<file path="src/rtl/pipe_ctrl_unit.sv">
// Pipelined RV32I/M control: combinational D-stage decode feeding a registered E stage.
// A down-counter holds a divide in E for DIV_LATENCY cycles and raises Busy_o meanwhile.
module pipe_ctrl_unit #(
  parameter int DATA_WIDTH  = 32,
  parameter int M_EXT       = 1,
  parameter int DIV_LATENCY = 8
) (
  input  logic                  clk_i,
  input  logic                  rst_i,
  input  logic [DATA_WIDTH-1:0] Instr_i,
  input  logic                  InstrValid_i,
  input  logic                  Stall_i,
  input  logic                  Flush_i,
  input  logic                  Zero_i,
  input  logic                  LessS_i,
  input  logic                  LessU_i,
  output logic [2:0]            ImmSrcD_o,
  output logic                  ValidE_o,
  output logic                  RegWriteE_o,
  output logic                  MemWriteE_o,
  output logic [1:0]            ResultSrcE_o,
  output logic [4:0]            ALUCtrlE_o,
  output logic [1:0]            ALUSrcAE_o,
  output logic                  ALUSrcBE_o,
  output logic [1:0]            MemTypeE_o,
  output logic                  MemSignE_o,
  output logic                  JumpE_o,
  output logic                  BranchE_o,
  output logic [2:0]            Funct3E_o,
  output logic                  IllegalE_o,
  output logic                  PCSrcE_o,
  output logic                  Busy_o
);

  localparam logic [4:0] ALU_ADD  = 5'b00000;
  localparam logic [4:0] ALU_SUB  = 5'b00001;
  localparam logic [4:0] ALU_AND  = 5'b00010;
  localparam logic [4:0] ALU_OR   = 5'b00011;
  localparam logic [4:0] ALU_XOR  = 5'b00100;
  localparam logic [4:0] ALU_SLT  = 5'b00101;
  localparam logic [4:0] ALU_SLTU = 5'b00110;
  localparam logic [4:0] ALU_SRL  = 5'b00111;
  localparam logic [4:0] ALU_SLL  = 5'b01000;
  localparam logic [4:0] ALU_SRA  = 5'b01001;

  typedef struct packed {
    logic       valid;
    logic       reg_write;
    logic       mem_write;
    logic [1:0] result_src;
    logic [4:0] alu_ctrl;
    logic [1:0] alu_src_a;
    logic       alu_src_b;
    logic [1:0] mem_type;
    logic       mem_sign;
    logic       jump;
    logic       branch;
    logic [2:0] funct3;
    logic       illegal;
  } e_reg_t;

  e_reg_t     dec, e_d, e_q;
  logic       dec_illegal, dec_is_div;
  logic [2:0] imm_src;
  logic [7:0] div_cnt_d, div_cnt_q;
  logic       cond;

  logic [6:0] opcode;
  logic [2:0] funct3;
  logic [6:0] funct7;
  logic       unused_instr;

  assign opcode       = Instr_i[6:0];
  assign funct3       = Instr_i[14:12];
  assign funct7       = Instr_i[31:25];
  assign unused_instr = ^{Instr_i[24:15], Instr_i[11:7]};

  function automatic logic [4:0] base_alu(input logic [2:0] f3, input logic alt,
                                          input logic sub_ok);
    case (f3)
      3'b000:  base_alu = (alt && sub_ok) ? ALU_SUB : ALU_ADD;
      3'b001:  base_alu = ALU_SLL;
      3'b010:  base_alu = ALU_SLT;
      3'b011:  base_alu = ALU_SLTU;
      3'b100:  base_alu = ALU_XOR;
      3'b101:  base_alu = alt ? ALU_SRA : ALU_SRL;
      3'b110:  base_alu = ALU_OR;
      default: base_alu = ALU_AND;
    endcase
  endfunction

  // byte 01, half 10, word 00
  function automatic logic [1:0] mem_type(input logic [1:0] sz);
    case (sz)
      2'b00:   mem_type = 2'b01;
      2'b01:   mem_type = 2'b10;
      default: mem_type = 2'b00;
    endcase
  endfunction

  always_comb begin
    dec           = '0;
    dec.valid     = 1'b1;
    dec.funct3    = funct3;
    dec.alu_ctrl  = ALU_ADD;
    dec_illegal   = 1'b0;
    dec_is_div    = 1'b0;
    imm_src       = 3'b000;
    case (opcode)
      7'd3: begin
        dec.reg_write  = 1'b1;
        dec.result_src = 2'b01;
        dec.alu_src_b  = 1'b1;
        dec.mem_type   = mem_type(funct3[1:0]);
        dec.mem_sign   = funct3[2];
        dec_illegal    = (funct3 == 3'b011) || (funct3 == 3'b110) || (funct3 == 3'b111);
      end
      7'd19: begin
        dec.reg_write = 1'b1;
        dec.alu_src_b = 1'b1;
        dec.alu_ctrl  = base_alu(funct3, funct7[5], 1'b0);
      end
      7'd23: begin
        dec.reg_write = 1'b1;
        dec.alu_src_a = 2'b01;
        dec.alu_src_b = 1'b1;
        imm_src       = 3'b011;
      end
      7'd35: begin
        dec.mem_write = 1'b1;
        dec.alu_src_b = 1'b1;
        dec.mem_type  = mem_type(funct3[1:0]);
        imm_src       = 3'b001;
      end
      7'd51: begin
        dec.reg_write = 1'b1;
        if (funct7 == 7'b0000001) begin
          if (M_EXT != 0) begin
            dec.alu_ctrl = {1'b1, 1'b0, funct3};
            dec_is_div   = funct3[2];
          end else begin
            dec_illegal  = 1'b1;
          end
        end else begin
          dec.alu_ctrl = base_alu(funct3, funct7[5], 1'b1);
        end
      end
      7'd55: begin
        dec.reg_write = 1'b1;
        dec.alu_src_a = 2'b10;
        dec.alu_src_b = 1'b1;
        imm_src       = 3'b011;
      end
      7'd99: begin
        dec.branch   = 1'b1;
        dec.alu_ctrl = ALU_SUB;
        dec_illegal  = (funct3 == 3'b010) || (funct3 == 3'b011);
        imm_src      = 3'b010;
      end
      7'd103: begin
        dec.reg_write  = 1'b1;
        dec.jump       = 1'b1;
        dec.result_src = 2'b10;
        dec.alu_src_b  = 1'b1;
      end
      7'd111: begin
        dec.reg_write  = 1'b1;
        dec.jump       = 1'b1;
        dec.result_src = 2'b10;
        dec.alu_src_a  = 2'b01;
        dec.alu_src_b  = 1'b1;
        imm_src        = 3'b100;
      end
      default: dec_illegal = 1'b1;
    endcase
  end

  assign ImmSrcD_o = imm_src;
  assign Busy_o    = (div_cnt_q != 8'd0);

  // Flush beats hold; the countdown keeps running under Stall_i.
  always_comb begin
    e_d       = e_q;
    div_cnt_d = Busy_o ? (div_cnt_q - 8'd1) : 8'd0;
    if (Flush_i) begin
      e_d       = '0;
      div_cnt_d = 8'd0;
    end else if (Stall_i || Busy_o) begin
      e_d = e_q;
    end else if (!InstrValid_i) begin
      e_d = '0;
    end else if (dec_illegal) begin
      e_d         = '0;
      e_d.illegal = 1'b1;
    end else begin
      e_d = dec;
      if (dec_is_div) div_cnt_d = 8'(DIV_LATENCY - 1);
    end
  end

  always_ff @(posedge clk_i or posedge rst_i) begin
    if (rst_i) begin
      e_q       <= '0;
      div_cnt_q <= 8'd0;
    end else begin
      e_q       <= e_d;
      div_cnt_q <= div_cnt_d;
    end
  end

  always_comb begin
    case (e_q.funct3)
      3'b000:  cond = Zero_i;
      3'b001:  cond = !Zero_i;
      3'b100:  cond = LessS_i;
      3'b101:  cond = !LessS_i;
      3'b110:  cond = LessU_i;
      3'b111:  cond = !LessU_i;
      default: cond = 1'b0;
    endcase
  end

  assign PCSrcE_o     = e_q.valid & (e_q.jump | (e_q.branch & cond));
  assign ValidE_o     = e_q.valid;
  assign RegWriteE_o  = e_q.reg_write;
  assign MemWriteE_o  = e_q.mem_write;
  assign ResultSrcE_o = e_q.result_src;
  assign ALUCtrlE_o   = e_q.alu_ctrl;
  assign ALUSrcAE_o   = e_q.alu_src_a;
  assign ALUSrcBE_o   = e_q.alu_src_b;
  assign MemTypeE_o   = e_q.mem_type;
  assign MemSignE_o   = e_q.mem_sign;
  assign JumpE_o      = e_q.jump;
  assign BranchE_o    = e_q.branch;
  assign Funct3E_o    = e_q.funct3;
  assign IllegalE_o   = e_q.illegal;

endmodule

</file>
<file path="config.mk">
export PLATFORM = sky130hd
export DESIGN_NAME = pipe_ctrl_unit
export DESIGN_NICKNAME = d
export VERILOG_FILES = /design/src/rtl/pipe_ctrl_unit.sv
export SDC_FILE = /design/constraint.sdc
export NUM_CORES = 1
export LEC_CHECK = 0
export ABC_CLOCK_PERIOD_IN_PS = 2500
export BUFFER_PORTS_ARGS = -buffer_cell sky130_fd_sc_hd__buf_4
export CORE_ASPECT_RATIO = 0.8
export CORE_UTILIZATION = 38
export DETAILED_ROUTE_END_ITERATION = 12
export GPL_ROUTABILITY_DRIVEN = 0
export HOLD_SLACK_MARGIN = 0.08
export PLACE_DENSITY = 0.67
export SKIP_CTS_REPAIR_TIMING = 1
export SYNTH_ARGS = -nofsm -noshare
export SYNTH_HDL_FRONTEND = slang
export SYNTH_SLANG_ARGS = --single-unit
</file>
<file path="constraint.sdc">
create_clock -name clk_i -period 2.5 [get_ports clk_i]
set_clock_uncertainty 0.2 [all_clocks]
set_input_delay 0.375 -clock clk_i [delete_from_list [all_inputs] [get_ports clk_i]]
set_output_delay 0.375 -clock clk_i [all_outputs]
set_load 0.005 [all_outputs]
</file>
# Word level (Yosys, flattened, before mapping)
# Cells that the tools add are included.
[word_totals] register_bits=30 input_bits=40 wordCells=91
[classes] addsub=1 eq_ne=24 mux=31 bitwise_logic=3 reduce_logical=18
[ops] operator="$mux 22" n=4
[ops] operator="$pmux 4 s7" n=2
[ops] operator="$mux 8" n=6
[ops] operator="$eq 3x3->1 const B" n=8
[ops] operator="$eq 7x6->1 const B" n=3
[ops] operator="$eq 7x7->1 const B" n=3
[ops] operator="$reduce_or 7->1" n=3
[ops] operator="$pmux 5 s3" n=1
[ops] operator="$eq 7x5->1 const B" n=2
[ops] operator="$pmux 2 s2" n=3
[ops] operator="$pmux 3 s4" n=1
[ops] operator="$mux 1" n=9
[ops] operator="$reduce_bool 8->1" n=1
[ops] operator="$reduce_or 2->1" n=4
[ops] operator="$sub 8x1->8 const B" n=1
[ops] operator="$eq 7x1->1 const B" n=1
[ops] operator="$eq 7x2->1 const B" n=1
[ops] operator="$eq 3x1->1 const B" n=2
[ops] operator="$eq 3x2->1 const B" n=2
[ops] operator="$logic_not 3->1" n=2
[ops] operator="$pmux 1 s6" n=1
[ops] operator="$mux 5" n=1
[ops] operator="$logic_or 1x1->1" n=4
[ops] operator="$mux 4" n=1
[ops] operator="other kinds (8)" n=11

# Logic depth before layout (Yosys ltp)
[depth] ltp_word=8 ltp_mapped=8 ltp_nobuf=7

# Worst setup path after synthesis
# Ideal clock, no wire load.
[synth_path] path_kind="flip-flop to flip-flop" startpoint="reg div_cnt_q[5]" endpoint="reg e_q, in the netlist MemSignE_o" setup_time_ns=0.074 t_arrival_ns=2.132 t_required_ns=2.226 setup_slack_ns=0.094 path_stages_with_launch=7 synth_period_minus_slack_ns=2.406 cell_sequence="dfrtp_1 or4_4 or4_4 a311oi_4 nand3_4 buf_6 o21ai_2"
[synth_via] elab_chain_len=3
[synth_lines] item="start: declaration" line="65" rtl="logic [7:0] div_cnt_d, div_cnt_q;"
[synth_lines] item="start signal: assignment" line="207" rtl="div_cnt_q <= div_cnt_d;"
[synth_lines] item="$reduce_bool 8->1" line="179" rtl="assign Busy_o = (div_cnt_q != 8'd0);"
[synth_lines] item="$logic_or 1x1->1" line="188" rtl="end else if (Stall_i || Busy_o) begin"
[synth_lines] item="$ne 2x2->1 (no source line)"
[synth_lines] item="end signal: assignment" line="203" rtl="e_q <= '0;"
[synth_lines] item="end signal: assignment" line="206" rtl="e_q <= e_d;"
[synth_lines] item="end: declaration" line="62" rtl="e_reg_t dec, e_d, e_q;"
# No other way between the ends.
# A chain may end at the register's enable or synchronous reset.

# Worst setup path after layout
[layout_path] startpoint="reg div_cnt_q[4]" endpoint="reg e_q, in the netlist MemWriteE_o"
# The elaborated chain is that of the path after synthesis.

==> impl_metrics.xml <==
<?xml version="1.0" encoding="UTF-8"?>
<metrics>
  <group name="final_layout">
    <metric name="antenna-diode-count" unit="">0</metric>
    <metric name="areaGrowthSynthToFinish" unit="%">41.0</metric>
    <metric name="layout.nets" unit="">306</metric>
    <metric name="layoutNonFillerInstCount" unit="">322</metric>
    <metric name="drive_above_1_share" unit="%">35.5</metric>
  </group>
  <group name="clock_network">
    <metric name="cts.sink_count" unit="">30</metric>
    <metric name="clock_buffer_count_from_cts" unit="">5</metric>
    <metric name="cts.clk_slew.worst_paths" unit="ns">0.07</metric>
    <metric name="buffer_levels_on_the_longest_clock_path" unit="">2</metric>
    <metric name="buffer_type_at_the_clock_tree_root" unit="">sky130_fd_sc_hd__clkbuf_8</metric>
    <metric name="htree_levels" unit="">2</metric>
    <metric name="tritoncts_clock_tree" unit="">yes</metric>
    <metric name="clock_latency" unit="ns">0.29</metric>
  </group>
  <group name="logic_synthesis">
    <metric name="synthSimpleGateAreaFrac" unit="%">26.0</metric>
    <metric name="synth-adder-area-share" unit="%">1.45</metric>
    <metric name="synth_top_flop_cell" unit="">sky130_fd_sc_hd__dfrtp_1</metric>
    <metric name="ys_seq_elements" unit="">30</metric>
    <metric name="yosysSeqAreaShare" unit="%">43.4</metric>
    <metric name="synth_enable_flop_cells" unit="">0</metric>
    <metric name="synthesized_area_fraction_occupied_by_ao_oa_aoi_and_oai_cells" unit="%">19.5</metric>
    <metric name="postSynth.asyncResetShare" unit="%">100</metric>
    <metric name="synthesis.yosys.warnings" unit="">0</metric>
    <metric name="synth_cell_type_count" unit="">47</metric>
    <metric name="post_synth.cell_area_avg" unit="sq um">8.73</metric>
    <metric name="synth_cells" unit="">198</metric>
    <metric name="synth_top_family_by_area" unit="">simple AND/OR/NAND/NOR gates</metric>
    <metric name="syn_area" unit="sq mm">0.00173</metric>
    <metric name="synthXorXnorAreaFrac" unit="%">4.05</metric>
    <metric name="synth.mux.area_fraction" unit="%">0.579</metric>
    <metric name="syn-num-nets" unit="">240</metric>
  </group>
  <group name="setup_path">
    <metric name="timing.critical_path.to_type" unit="">flop</metric>
    <metric name="cp_cell_sequence" unit="">or4_4, or4_4, a311oi_4, nand3_4, buf_4, o21ai_1</metric>
    <metric name="required" unit="ns">2.52</metric>
    <metric name="cpMaxStageDelayCell" unit="">sky130_fd_sc_hd__or4_4</metric>
    <metric name="rrSetupSlack" unit="ns">-0.03</metric>
    <metric name="timing.critical_path.from_type" unit="">flop</metric>
    <metric name="critPathMaxFanout" unit="">9</metric>
    <metric name="timing_worst_setup_path_type" unit="">flop to flop</metric>
    <metric name="worstReg2RegEnd" unit="">MemWriteE_o$_DFFE_PP0P_</metric>
    <metric name="most_numerous_cell_on_the_critical_path" unit="">sky130_fd_sc_hd__or4_4</metric>
    <metric name="ff2ff_path_depth" unit="">6</metric>
    <metric name="crit_arrival" unit="ns">2.54</metric>
    <metric name="critical_path.reg2reg.startpoint" unit="">div_cnt_q[4]$_DFF_PP0_</metric>
    <metric name="cp_slowest_stage_delay" unit="ns">0.55</metric>
  </group>
  <group name="pwr">
    <metric name="sequentialPowerShare" unit="%">34.7</metric>
    <metric name="p_int" unit="mW">1.21</metric>
    <metric name="totalPowerFinal" unit="mW">1.69</metric>
    <metric name="p_comb_share" unit="%">28.7</metric>
    <metric name="ir_drop" unit="mV">0.477</metric>
    <metric name="swShare" unit="%">28.8</metric>
    <metric name="cellLeakagePower" unit="nW">1.15</metric>
    <metric name="pwr_density_cell" unit="mW/mm^2">695</metric>
    <metric name="clkPwrFrac" unit="%">36.6</metric>
    <metric name="net-switching-power" unit="mW">0.487</metric>
  </group>
  <group name="detailed_routing">
    <metric name="antenna_violating_nets_post_route" unit="">0</metric>
    <metric name="drt_pre_antenna_iters" unit="">4</metric>
    <metric name="detail_route.wirelength" unit="microns">4190</metric>
    <metric name="detail_route.drc_violations" unit="">0</metric>
    <metric name="routed_wire_length_per_instance" unit="microns">13.0</metric>
    <metric name="drtIter0Drc" unit="">82</metric>
    <metric name="route.detailed.vias_per_inst" unit="">5.04</metric>
    <metric name="vias" unit="">1624</metric>
  </group>
  <group name="floorplan">
    <metric name="fp.coreArea" unit="sq mm">0.00428</metric>
    <metric name="die-width" unit="microns">77.4</metric>
    <metric name="starting_density_of_the_core" unit="%">40.4</metric>
    <metric name="core.rowCount" unit="">21</metric>
    <metric name="ioPinCount" unit="">67</metric>
    <metric name="die_area" unit="sq mm">0.00483</metric>
    <metric name="die_height" unit="microns">62.3</metric>
  </group>
  <group name="sta">
    <metric name="setup_ws" unit="ns">-0.0282</metric>
    <metric name="timing.final.setup_violations" unit="">12</metric>
    <metric name="period_needed" unit="ns">2.53</metric>
    <metric name="fmaxAchievable" unit="GHz">0.396</metric>
    <metric name="holdWs" unit="ns">0.0712</metric>
    <metric name="rsz0062_at_grt" unit="">yes</metric>
    <metric name="timing.slew.headroom" unit="%">61.9</metric>
    <metric name="setup-tns-final" unit="ns">-0.172</metric>
    <metric name="finalMaxSlewViolations" unit="">0</metric>
    <metric name="period_share" unit="%">101</metric>
    <metric name="worst_slew_pin_slew" unit="ns">0.565</metric>
    <metric name="hold_violations" unit="">0</metric>
  </group>
  <group name="place">
    <metric name="io_buffer_count" unit="">51</metric>
    <metric name="detailedPlacementHpwl" unit="microns">3170</metric>
    <metric name="placed_instances" unit="">309</metric>
    <metric name="pre_cts_ws" unit="ns">-0.00932</metric>
  </group>
  <group name="flow_run">
    <metric name="maxCapViolCount" unit="">0</metric>
  </group>
  <group name="global_routing">
    <metric name="grt_antenna_before_repair" unit="">0</metric>
    <metric name="globalRouteTotalUtil" unit="%">18.5</metric>
    <metric name="gr-total-overflow" unit="">0</metric>
    <metric name="global_route_wire_length_before_repair" unit="microns">6820</metric>
    <metric name="grt_max_degree" unit="">31</metric>
    <metric name="grt_pass1_vias" unit="">1401</metric>
  </group>
  <group name="worst_hold_path">
    <metric name="timing.hold.worst.class" unit="">input port to flop</metric>
    <metric name="worst_hold_startpoint" unit="">Flush_i</metric>
    <metric name="whs_endpoint" unit="">IllegalE_o$_DFFE_PP0P_</metric>
    <metric name="min_delay_path_depth" unit="">2</metric>
  </group>
  <group name="status">
    <metric name="outcome" unit="">complete, but fails checks</metric>
    <metric name="failed_checks" unit="">setup timing</metric>
  </group>
</metrics>
cell usage in the layout, fill, tap and decap left out, types with 2 or more instances in the layout:
master	synthesis	layout
sky130_fd_sc_hd__nor2b_1	4	3
sky130_fd_sc_hd__o21ai_2	7	9
sky130_fd_sc_hd__o21ai_1	10	12
sky130_fd_sc_hd__ha_1	2	2
sky130_fd_sc_hd__nor3_1	5	5
sky130_fd_sc_hd__or4_4	2	2
sky130_fd_sc_hd__nor4_1	3	3
sky130_fd_sc_hd__nand2b_1	5	5
sky130_fd_sc_hd__bufinv_16	0	2
sky130_fd_sc_hd__buf_4	0	67
sky130_fd_sc_hd__o21ai_0	10	6
sky130_fd_sc_hd__nand3_1	7	7
sky130_fd_sc_hd__nor2_1	13	13
sky130_fd_sc_hd__or3_1	3	3
sky130_fd_sc_hd__clkbuf_8	0	6
sky130_fd_sc_hd__nand2_1	36	35
sky130_fd_sc_hd__xnor2_1	7	7
sky130_fd_sc_hd__dfrtp_1	30	30
sky130_fd_sc_hd__a21oi_1	6	6
sky130_fd_sc_hd__inv_1	12	12
power groups by stage:
stage	Sequential [mW]	Combinational (mW)	Clock, mW
2_1_floorplan	0.584	0.327	0
6_report	0.588	0.486	0.620
3_5_place_dp	0.593	0.477	0
3_3_place_gp	0.593	0.469	0
5_1_grt	0.596	0.546	0.655
4_1_cts	0.586	0.478	0.630
worst max-delay path by stage:
stage / start / endpoint / depth (start not counted)
floorplan: div_cnt_q[5]$_DFF_PP0_ / MemSignE_o$_DFFE_PP0P_ / 6
global placement: div_cnt_q[5]$_DFF_PP0_ / MemWriteE_o$_DFFE_PP0P_ / 6
detailed placement: div_cnt_q[5]$_DFF_PP0_ / JumpE_o$_DFFE_PP0P_ / 6
CTS: div_cnt_q[5]$_DFF_PP0_ / JumpE_o$_DFFE_PP0P_ / 6
global route: div_cnt_q[5]$_DFF_PP0_ / ResultSrcE_o[1]$_DFFE_PP0P_ / 6
finish: div_cnt_q[4]$_DFF_PP0_ / MemWriteE_o$_DFFE_PP0P_ / 6
layout make-up:
type,instances,area [sq um]
multi-input combinational,147,916
fill,399,1840
timing repair buffer,68,513
clock buffer,6,82.6
tap,57,71.3
inverter,12,45.0
clock inverter,2,60.1
sequential,30,751
cells by family after synthesis:
group                      after synthesis
adders and majority gates                2
muxes                                    1
xor gates and xnor gates                 8
and+or+nand+nor                         88
DFF                                     30
buffers and inverters                   21
AOI/OAI and AO/OA                       48
cells in the mapped netlist (all sizes together), types with 2 or more instances:
cell | number | share of area [%]
nor2b | 4 | 1.4
nor2 | 13 | 2.8
inv | 12 | 2.6
or4 | 3 | 1.7
o31ai | 2 | 1.2
and2 | 2 | 0.80
nand3 | 8 | 3.0
o21ai | 27 | 9.3
nor4 | 3 | 1.1
nand2 | 36 | 7.8
a21oi | 6 | 1.7
dfrtp | 30 | 43
clkbuf | 7 | 1.5
or3 | 3 | 1.1
a311oi | 2 | 2.0
nor3 | 5 | 1.4
nand2b | 5 | 1.8
buf | 2 | 0.87
ha | 2 | 1.4
xnor2 | 7 | 3.5
per-stage QoR:
stage | cell area (sq um) | util [%]
2_1_floorplan | 1730 | -
6_report | 2440 | 56.9
5_1_grt | 2440 | 56.9
3_5_place_dp | 2230 | 52.2
4_1_cts | 2380 | 55.5
3_3_place_gp | 2230 | 52.2
worst max-delay path: cells and delay by family, from the launching register on:
kind                   cells  cell delay [ns]
AOI/OAI and AO/OA          2             0.39
buffers and inverters      1             0.19
DFF                        1             0.42
and+or+nand+nor            3             1.25
registers in the layout (all words and copies together) (netlist names), 2 cells and up:
signal / count
div_cnt_q: 8
ALUCtrlE_o: 5
Funct3E_o: 3
ResultSrcE_o: 2
MemTypeE_o: 2
ALUSrcAE_o: 2
per-layer routing:
layer / up-vias / wire, microns / track usage (%)
li1: 819 / - / -
met1: 738 / 2120 / 26.8
met2: 60 / 1770 / 26.1
met3: 7 / 235 / 4.71
met4: 0 / 55 / 7.08
met5: - / 0 / 0
Power figures use the tool's default switching activity.
